--- config.mk ---
export PLATFORM = sky130hd
export DESIGN_NAME = decode_dense_pipe
export DESIGN_NICKNAME = d
export VERILOG_FILES = /design/src/rtl/decode_dense_pipe.sv
export SDC_FILE = /design/constraint.sdc
export NUM_CORES = 1
export LEC_CHECK = 0
export ABC_AREA = 1
export CORE_AREA = 4 4 176 246
export DETAILED_ROUTE_END_ITERATION = 8
export DIE_AREA = 0 0 180 250
export GPL_ROUTABILITY_DRIVEN = 0
export HOLD_SLACK_MARGIN = 0.08
export MAX_ROUTING_LAYER = met4
export PLACE_DENSITY = 0.73
export SETUP_SLACK_MARGIN = 0.2
export SLEW_MARGIN = 20
export SYNTH_ARGS = -nofsm -noshare
export SYNTH_HDL_FRONTEND = slang
export SYNTH_SLANG_ARGS = --single-unit
--- constraint.sdc ---
create_clock -name clk -period 40.2 [get_ports clk]
set_clock_uncertainty 0.1 [all_clocks]
set_input_delay 8.04 -clock clk [delete_from_list [all_inputs] [get_ports clk]]
set_output_delay 8.04 -clock clk [all_outputs]
set_load 0.02 [all_outputs]
--- src/rtl/decode_dense_pipe.sv ---
// ============================================================================
//  Module   : decode_dense_pipe
//  Brief    : Elastic valid/ready pipeline for the decoded dense-layer command
//             bundle, with bubble collapsing, backpressure and sync flush.
//             Optional occupancy counter: DECODE_DENSE_PIPE_COUNT_EN.
//  Revision : 1.0 - initial release
// ============================================================================
`default_nettype none

module decode_dense_pipe #(
  parameter int size            = 3,
  parameter int data_size       = 16,
  parameter int act_type_size   = 4,
  parameter int dense_type_size = 4,
  parameter int cost_type_size  = 8,
  parameter int depth           = 2
) (
  input  logic                          clk,
  input  logic                          rst,
  input  logic                          flush,
  input  logic                          in_valid,
  output logic                          in_ready,
  input  logic [act_type_size-1:0]      act_type,
  input  logic [dense_type_size-1:0]    dense_type,
  input  logic [cost_type_size-1:0]     cost_type,
  input  logic [data_size*size-1:0]     w,
  input  logic [data_size*size-1:0]     x,
  input  logic [data_size*size-1:0]     label_in,
  input  logic [31:0]                   w_layer_index,
  input  logic [31:0]                   w_row_index,
  input  logic                          is_update,
  input  logic                          load_w,
  input  logic                          backprop_cost,
  input  logic                          is_cost_layer,
  output logic                          out_valid,
  input  logic                          out_ready,
  output logic [act_type_size-1:0]      act_type_out,
  output logic [dense_type_size-1:0]    dense_type_out,
  output logic [cost_type_size-1:0]     cost_type_out,
  output logic [data_size*size-1:0]     w_out,
  output logic [data_size*size-1:0]     x_out,
  output logic [data_size*size-1:0]     label_out,
  output logic [31:0]                   w_layer_index_out,
  output logic [31:0]                   w_row_index_out,
  output logic                          is_update_out,
  output logic                          load_w_out,
  output logic                          backprop_cost_out,
  output logic                          is_cost_layer_out,
  output logic [$clog2(depth+1)-1:0]    count
);

  localparam int c_vec_w   = data_size * size;
  localparam int c_count_w = $clog2(depth + 1);

  typedef struct packed {
    logic [act_type_size-1:0]   act_type;
    logic [dense_type_size-1:0] dense_type;
    logic [cost_type_size-1:0]  cost_type;
    logic [c_vec_w-1:0]         w;
    logic [c_vec_w-1:0]         x;
    logic [c_vec_w-1:0]         label;
    logic [31:0]                w_layer_index;
    logic [31:0]                w_row_index;
    logic                       is_update;
    logic                       load_w;
    logic                       backprop_cost;
    logic                       is_cost_layer;
  } payload_t;

  payload_t         w_in_pkt;
  payload_t         w_last;
  payload_t         r_p [depth];
  logic [depth-1:0] r_v;
  logic [depth:0]   w_r;
  logic [depth-1:0] w_load;

  assign w_in_pkt = '{act_type:      act_type,
                      dense_type:    dense_type,
                      cost_type:     cost_type,
                      w:             w,
                      x:             x,
                      label:         label_in,
                      w_layer_index: w_layer_index,
                      w_row_index:   w_row_index,
                      is_update:     is_update,
                      load_w:        load_w,
                      backprop_cost: backprop_cost,
                      is_cost_layer: is_cost_layer};

  // Ready ripples back from the sink; an empty stage is always ready.
  assign w_r[depth] = out_ready;
  assign in_ready   = w_r[0] && !flush;

  generate
    for (genvar k = 0; k < depth; k++) begin : g_stage
      logic     r_vld;
      payload_t r_pay;
      payload_t w_src;

      assign w_r[k] = !r_vld || w_r[k+1];

      if (k == 0) begin : g_head
        assign w_load[k] = in_valid && in_ready;
        assign w_src     = w_in_pkt;
      end else begin : g_body
        assign w_load[k] = r_v[k-1] && w_r[k] && !flush;
        assign w_src     = r_p[k-1];
      end

      always_ff @(posedge clk or posedge rst) begin
        if (rst) begin
          r_vld <= 1'b0;
          r_pay <= '0;
        end else begin
          if (flush) begin
            r_vld <= 1'b0;
          end else begin
            r_vld <= w_load[k] || (r_vld && !w_r[k+1]);
          end
          if (w_load[k]) begin
            r_pay <= w_src;
          end
        end
      end

      assign r_v[k] = r_vld;
      assign r_p[k] = r_pay;
    end
  endgenerate

  assign out_valid = r_v[depth-1];
  assign w_last    = r_p[depth-1];

  assign act_type_out      = w_last.act_type;
  assign dense_type_out    = w_last.dense_type;
  assign cost_type_out     = w_last.cost_type;
  assign w_out             = w_last.w;
  assign x_out             = w_last.x;
  assign label_out         = w_last.label;
  assign w_layer_index_out = w_last.w_layer_index;
  assign w_row_index_out   = w_last.w_row_index;
  assign is_update_out     = w_last.is_update;
  assign load_w_out        = w_last.load_w;
  assign backprop_cost_out = w_last.backprop_cost;
  assign is_cost_layer_out = w_last.is_cost_layer;

`ifdef DECODE_DENSE_PIPE_COUNT_EN
  logic [c_count_w-1:0] r_count;
  logic                 w_acc;
  logic                 w_xfer;

  assign w_acc  = in_valid && in_ready;
  assign w_xfer = out_valid && out_ready;

  always_ff @(posedge clk or posedge rst) begin
    if (rst) begin
      r_count <= '0;
    end else if (flush) begin
      r_count <= '0;
    end else begin
      case ({w_acc, w_xfer})
        2'b10:   r_count <= r_count + c_count_w'(1);
        2'b01:   r_count <= r_count - c_count_w'(1);
        default: r_count <= r_count;
      endcase
    end
  end

  assign count = r_count;

  // Counter must always agree with the stage occupancy bits.
  a_count_matches_v : assert property (@(posedge clk) disable iff (rst)
    r_count == c_count_w'($countones(r_v)));
`else
  assign count = '0;
`endif

endmodule

`default_nettype wire

==> metrics.csv, run 1 <==
metric,value,unit
final_common_cell,nand2_1,
finalSetupViolCount,0,
cp-start-kind,input port,
r2r_slack,37.32,ns
instances_no_fill,2942,
die-area,45000,sq um
grt_first_pass_wirelength,82700,um
portBuffers,462,
crit_type,in2out,
worstSetupEndpointType,output port,
fmax,55.2,MHz
ir_drop,0.0426,mV
final_hold_viol_count,0,
powerDensity,52.9,nW/um^2
wire_per_inst,17.8,um
r2r_end,g_stage[0].r_pay[9]$_DFFE_PP0P_,
slowest_stage,clkdlybuf4s50_1,
area.growth.synth_to_final,34.7,%
path_cells,clkdlybuf4s50_1 > inv_6 > nand2_1 > inv_1 > clkdlybuf4s50_1,
hpwl,34300,um
coreArea,41100,sq um
dr.pass1.iters,5,
clk_latency,0.55,ns
yosys.area.top_type_share,0.629,
antenna_found_initial,10,
dp_cells,2857,
synth-seq-area-share,0.629,
critPathArrivalTime,9.97,ns
cp-startpoint,flush,
ios,465,
syn_avg_cell_area,9.14,sq um
seq_area,11500,sq um
status,completed,
met2_usage,0.372,
cts_made_buffers,43,
hold_path.startpoint,g_stage[0].r_pay[120]$_DFFE_PP0P_,
cts.sinks,458,
cts_tree,built,
final.setup.tns,0,ns
path_buf_inv,4,
cts-resized-gates,0,
synthTopCellsByArea,"dfrtp_1, nand2_1, nand4_1, o21ai_0, inv_1",
syn_area,18200,sq um
first_global_vias,14884,
slew_viol_final,0,
min_to,g_stage[0].r_pay[120]$_DFFE_PP0P_,
root_buffer,clkbuf_16,
worst_slew_pin_slew,1.09,ns
reg2reg_from,g_stage[0].r_vld$_DFF_PP0_,
rows,88,
required,32.06,ns
grt_remaining_overflow,0,
r2r_cells,5,
cp_max_fo,84,
cts_hold_buf,0,
die_h,250,um
mostFrequentLayoutCells,"nand2_1, clkdlybuf4s50_1, dfrtp_1",
slew_headroom,0.273,
fin_crit,18.11,ns
yosysTopAreaCell,dfrtp_1,
yosysWarnings,0,
path_common_cell,clkdlybuf4s50_1,
seqPwrFrac,0.446,
ys_ff_latch,458,
ant_nets,0,
wirelength,52500,um
fin_nets,2595,
yosys.cell_types.count,13,
rsz0062_at_grt,no,
p_sw,0.000375,W
final_cell_area,24500,sq um
internal_power,0.000921,W
via_per_inst,5.07,
drtIter0Drc,1100,
cp_top_family,buffers and inverters,
cts_setup_buffers,0,
leakage,12.0,nW
combPwrFrac,0.221,
use_met1,0.277,
h-tree-depth,2,
layout-drive-gt1-share,0.0389,
max_cap_violations,0,
track_usage,0.233,
switching_share,0.289,
period_share,0.450,
initial_core_util,0.443,
hold-worst-slack,0.368,ns
path_clk_slew,0.06,ns
cp_slowest_stage_delay,0.63,ns
hold_path_depth,2,
p_clk_frac,0.332,
die_w,180,um
syn_inst,1992,
dpl_cell_area,23000,sq um
grt_most_used_layer,met2,
grt_max_degree,281,
drc,0,
cts_max_path_buffers,3,
multiInputGateArea,5210,sq um
vias,14920,
hold_class,reg2reg,
grtUsageMet3,0.0653,
nFillCells,3493,
cell usage after synthesis:
master / n
dfrtp_1: 458
inv_2: 1
nand2_1: 686
nand3_2: 3
buf_4: 6
buf_2: 72
conb_1: 1
nand4_1: 228
buf_1: 22
inv_1: 232
a21oi_1: 2
o21ai_0: 228
clkbuf_1: 53
tightest hold or removal path, cell delays in order, from the launching register on:
cell	delay (ns)
dfrtp_1	0.34
nand2_1	0.05
nand2_1	0.04
layout make-up:
class,instances,area share
flip-flops and latches,458,0.467
well taps,540,0.0275
clock inverters,14,0.00847
inverters,233,0.0362
multi-input cells,1149,0.212
clock buffers,61,0.0527
repair buffers,477,0.194
diodes,10,0.00102
per-layer routing:
layer / wire (um) / share of wire
met1: 20200 / 0.38
met2: 25500 / 0.49
met4: 2490 / 0.047
met3: 4280 / 0.082
met5: 0 / 0
metrics by stage:
stage / util / total power (W) / worst slack [ns]
floorplan: - / 0.000719 / 19.29
global placement: 0.560 / 0.000868 / 21.98
detailed placement: 0.560 / 0.000876 / 22.05
CTS: 0.597 / 0.00131 / 22.05
global route: 0.597 / 0.00136 / 22.01
finish: 0.597 / 0.00130 / 22.09
worst max-delay path by stage:
stage / endpoint / slack (ns) / depth (start not counted)
4_1_cts: in_ready / 22.05 / 5
6_report: in_ready / 22.09 / 5
5_1_grt: in_ready / 22.01 / 5
2_1_floorplan: act_type_out[0]$_DFFE_PP0P_ / 19.29 / 1
3_3_place_gp: in_ready / 21.98 / 5
3_5_place_dp: in_ready / 22.05 / 5
power groups by stage:
stage / registers, W / clock network, W / logic (W)
6_report: 0.000579 / 0.000431 / 0.000287
3_5_place_dp: 0.000587 / 0 / 0.000290
5_1_grt: 0.000587 / 0.000459 / 0.000313
3_3_place_gp: 0.000583 / 0 / 0.000284
2_1_floorplan: 0.000634 / 0 / 0.0000844
4_1_cts: 0.000579 / 0.000441 / 0.000291
kinds of logic after synthesis:
family | share of synthesized area
buf+inv | 0.0858
other cells | 0.000206
simple gates | 0.221
flops | 0.629
compound gates | 0.0632
registers in the layout, indices dropped and copies added, names as in the netlist:
register and count:
load_w_out 1, out_valid 1, w_out 48, is_cost_layer_out 1, backprop_cost_out 1, cost_type_out 8, act_type_out 4, g_stage.r_pay 228
x_out 48, label_out 48, dense_type_out 4, is_update_out 1, w_layer_index_out 32, w_row_index_out 32, g_stage.r_vld 1
Note: power is estimated with default switching activity, not from simulation.
==> run 2, diff against run 1 <==
--- a/config.mk
+++ b/config.mk
@@ -6,13 +6,13 @@
 export NUM_CORES = 1
 export LEC_CHECK = 0
 export ABC_AREA = 1
-export CORE_AREA = 4 4 176 246
+export CORE_AREA = 4 4 177 248
 export DETAILED_ROUTE_END_ITERATION = 8
-export DIE_AREA = 0 0 180 250
+export DIE_AREA = 0 0 181 252
 export GPL_ROUTABILITY_DRIVEN = 0
 export HOLD_SLACK_MARGIN = 0.08
 export MAX_ROUTING_LAYER = met4
-export PLACE_DENSITY = 0.73
+export PLACE_DENSITY = 0.75
 export SETUP_SLACK_MARGIN = 0.2
 export SLEW_MARGIN = 20
 export SYNTH_ARGS = -nofsm -noshare
==> constraint.sdc (replaced) <==
create_clock -name clk -period 14.8 [get_ports clk]
set_clock_uncertainty 0.1 [all_clocks]
set_input_delay 2.96 -clock clk [delete_from_list [all_inputs] [get_ports clk]]
set_output_delay 2.96 -clock clk [all_outputs]
set_load 0.02 [all_outputs]
==> run 2 against run 1 <==
Compared with the run above:
- critical path depth grew 1
- via count up 0.75%
- first-iteration DRC count down 1.0%
- combinational power grew to 2.7 times the previous value
- global-route usage down 0.87 points
- sequential cell count did not move
- final area decreased by 0.26%
- hold slack worse by 0.00080 ns
- die area increased by 1.4%
- largest cell class unchanged
- core utilization shrank 1.1 points
==> metrics.csv, run 2 (same netlist as run 1, synthesis figures left out) <==
metric,value,unit,change
path_cells,clkdlybuf4s50_1 > inv_1 > nand3_4 > nand2_1 > inv_1 > clkdlybuf4s50_1,,
cts_hold_buf,0,,unchanged
grt_most_used_layer,met2,,
seqPwrFrac,0.456,,+0.010
area.growth.synth_to_final,34.4,%,
finalSetupViolCount,0,,unchanged
cts_made_buffers,43,,unchanged
crit_type,in2out,,
slew_viol_final,0,,unchanged
cp_slowest_stage_delay,0.59,ns,-0.04 ns
ant_nets,0,,unchanged
final_cell_area,24500,sq um,-0.26%
p_sw,0.00101,W,+170%
rsz0062_at_grt,no,,
mostFrequentLayoutCells,"nand2_1, clkdlybuf4s50_1, dfrtp_1",,
cts_tree,built,,
portBuffers,462,,unchanged
leakage,12.0,nW,-0.27%
cts.sinks,458,,unchanged
critPathArrivalTime,4.98,ns,-4.99 ns
slowest_stage,nand3_4,,
p_clk_frac,0.319,,-0.013
antenna_found_initial,8,,-2
cp-start-kind,input port,,
met2_usage,0.364,,-0.00836
grt_first_pass_wirelength,81000,um,-2.2%
fin_crit,8.04,ns,
cts_max_path_buffers,3,,unchanged
cp_top_family,buffers and inverters,,
use_met1,0.264,,-0.0134
layout-drive-gt1-share,0.0367,,-0.00220
track_usage,0.225,,-0.00875
max_cap_violations,0,,unchanged
largest_register_ffs,228,,unchanged
cts-resized-gates,0,,unchanged
wire_per_inst,17.5,um,-1.9%
wirelength,51700,um,-1.6%
cts_setup_buffers,0,,unchanged
finalPower,0.00346,W,+170%
worst_slew_pin_slew,1.08,ns,-0.0144 ns
final_hold_viol_count,0,,unchanged
die_w,181,um,+0.56%
internal_power,0.00245,W,+170%
slew_headroom,0.282,,+0.00963
switching_share,0.292,,+0.00212
status,completed,,
final.setup.tns,0,ns,unchanged
worstSetupEndpointType,output port,,
h-tree-depth,2,,unchanged
dpl_cell_area,23000,sq um,about the same
ios,465,,unchanged
grtUsageMet3,0.0551,,-0.0102
drtIter0Drc,1089,,-1.0%
fin_nets,2598,,+0.12%
clk_latency,0.53,ns,-0.02 ns
cp_max_fo,63,,-25%
combPwrFrac,0.225,,+0.004
grt_max_degree,184,,-35%
top_register,g_stage.r_pay,,
dr.pass1.iters,5,,unchanged
path_buf_inv,4,,unchanged
grt_remaining_overflow,0,,unchanged
vias,15032,,+0.75%
die_h,252,um,+0.80%
rows,89,,+1.1%
hold_class,reg2reg,,
required,11.74,ns,-20.32 ns
hpwl,33800,um,-1.5%
first_global_vias,14968,,+0.56%
drc,0,,unchanged
coreArea,41800,sq um,+1.7%
final_common_cell,nand2_1,,
path_clk_slew,0.06,ns,about the same
root_buffer,clkbuf_16,,
powerDensity,141,nW/um^2,+170%
period_share,0.543,,
ir_drop,0.0932,mV,+120%
fmax,124,MHz,
initial_core_util,0.436,,-0.00732
die-area,45600,sq um,+1.4%
via_per_inst,5.09,,+0.38%
==> run 2: cell count changes in the layout (fill, tap and decap cells not counted), moves of 2 or more <==
| cell | delta |
|---|---|
| clkbuf_1 | +12 |
| bufinv_16 | -3 |
| clkbuf_8 | -6 |
| clkinv_2 | +3 |
| diode_2 | -2 |
| clkbuf_16 | +2 |
| buf_4 | +2 |
| inv_6 | -2 |
==> run 2: through the flow <==
stage | util | setup slack [ns] | hold WS (ns) | cells
2_1_floorplan | - | 5.54 | 0.342 | 1993
3_3_place_gp | 0.551 | 6.69 | 0.353 | 2865
3_5_place_dp | 0.551 | 6.75 | 0.358 | 2865
4_1_cts | 0.585 | 6.74 | 0.373 | 2944
5_1_grt | 0.586 | 6.65 | 0.382 | 2953
6_report | 0.586 | 6.76 | 0.367 | 2953
==> run 2: path summary, 6_finish.rpt <==
kind | end | slack (ns) | cells after the start | from
worst min-delay path | g_stage[0].r_pay[41]$_DFFE_PP0P_ | 0.37 | 2 | g_stage[0].r_pay[41]$_DFFE_PP0P_
min in group asynchronous | w_row_index_out[29]$_DFFE_PP0P_ | 2.90 | 3 | rst
worst max-delay path | in_ready | 6.76 | 6 | out_ready
worst max register to register | label_out[43]$_DFFE_PP0P_ | 11.46 | 5 | out_valid$_DFF_PP0_
worst min register to register | g_stage[0].r_pay[41]$_DFFE_PP0P_ | 0.37 | 2 | g_stage[0].r_pay[41]$_DFFE_PP0P_
max in group asynchronous | g_stage[0].r_pay[99]$_DFFE_PP0P_ | 9.29 | 6 | rst
==> run 2: area by class of cell <==
class                   count  area (sq um)
fillers                  3602         17300
flip-flops and latches    458         11500
multi-input cells        1149          5210
repair buffers            480          4800
clock buffers              69          1310
inverters                 233           883
well taps                 546           683
clock inverters            10           100
diodes                      8          20.0
==> run 2: tightest hold or removal path, cell delays in order (launching register included) <==
cell and delay (ns):
dfrtp_1 0.34, nand2_1 0.05, nand2_1 0.04
==> run 2: power groups by stage <==
stage / clock (W) / combinational, W / sequential (W)
final: 0.00110 / 0.000776 / 0.00158
after global routing: 0.00118 / 0.000845 / 0.00160
after CTS: 0.00112 / 0.000786 / 0.00158
after detailed placement: 0 / 0.000781 / 0.00160
after global placement: 0 / 0.000765 / 0.00159
after floorplan: 0 / 0.000229 / 0.00172
==> run 2: routing by layer <==
layer  share of wire  vias to the layer above  wire, um
met4           0.051                        0      2620
li1                -                     7122         -
met2            0.49                      571     25600
met1            0.38                     7208     19600
met5               0                        -         0
met3           0.076                      131      3920
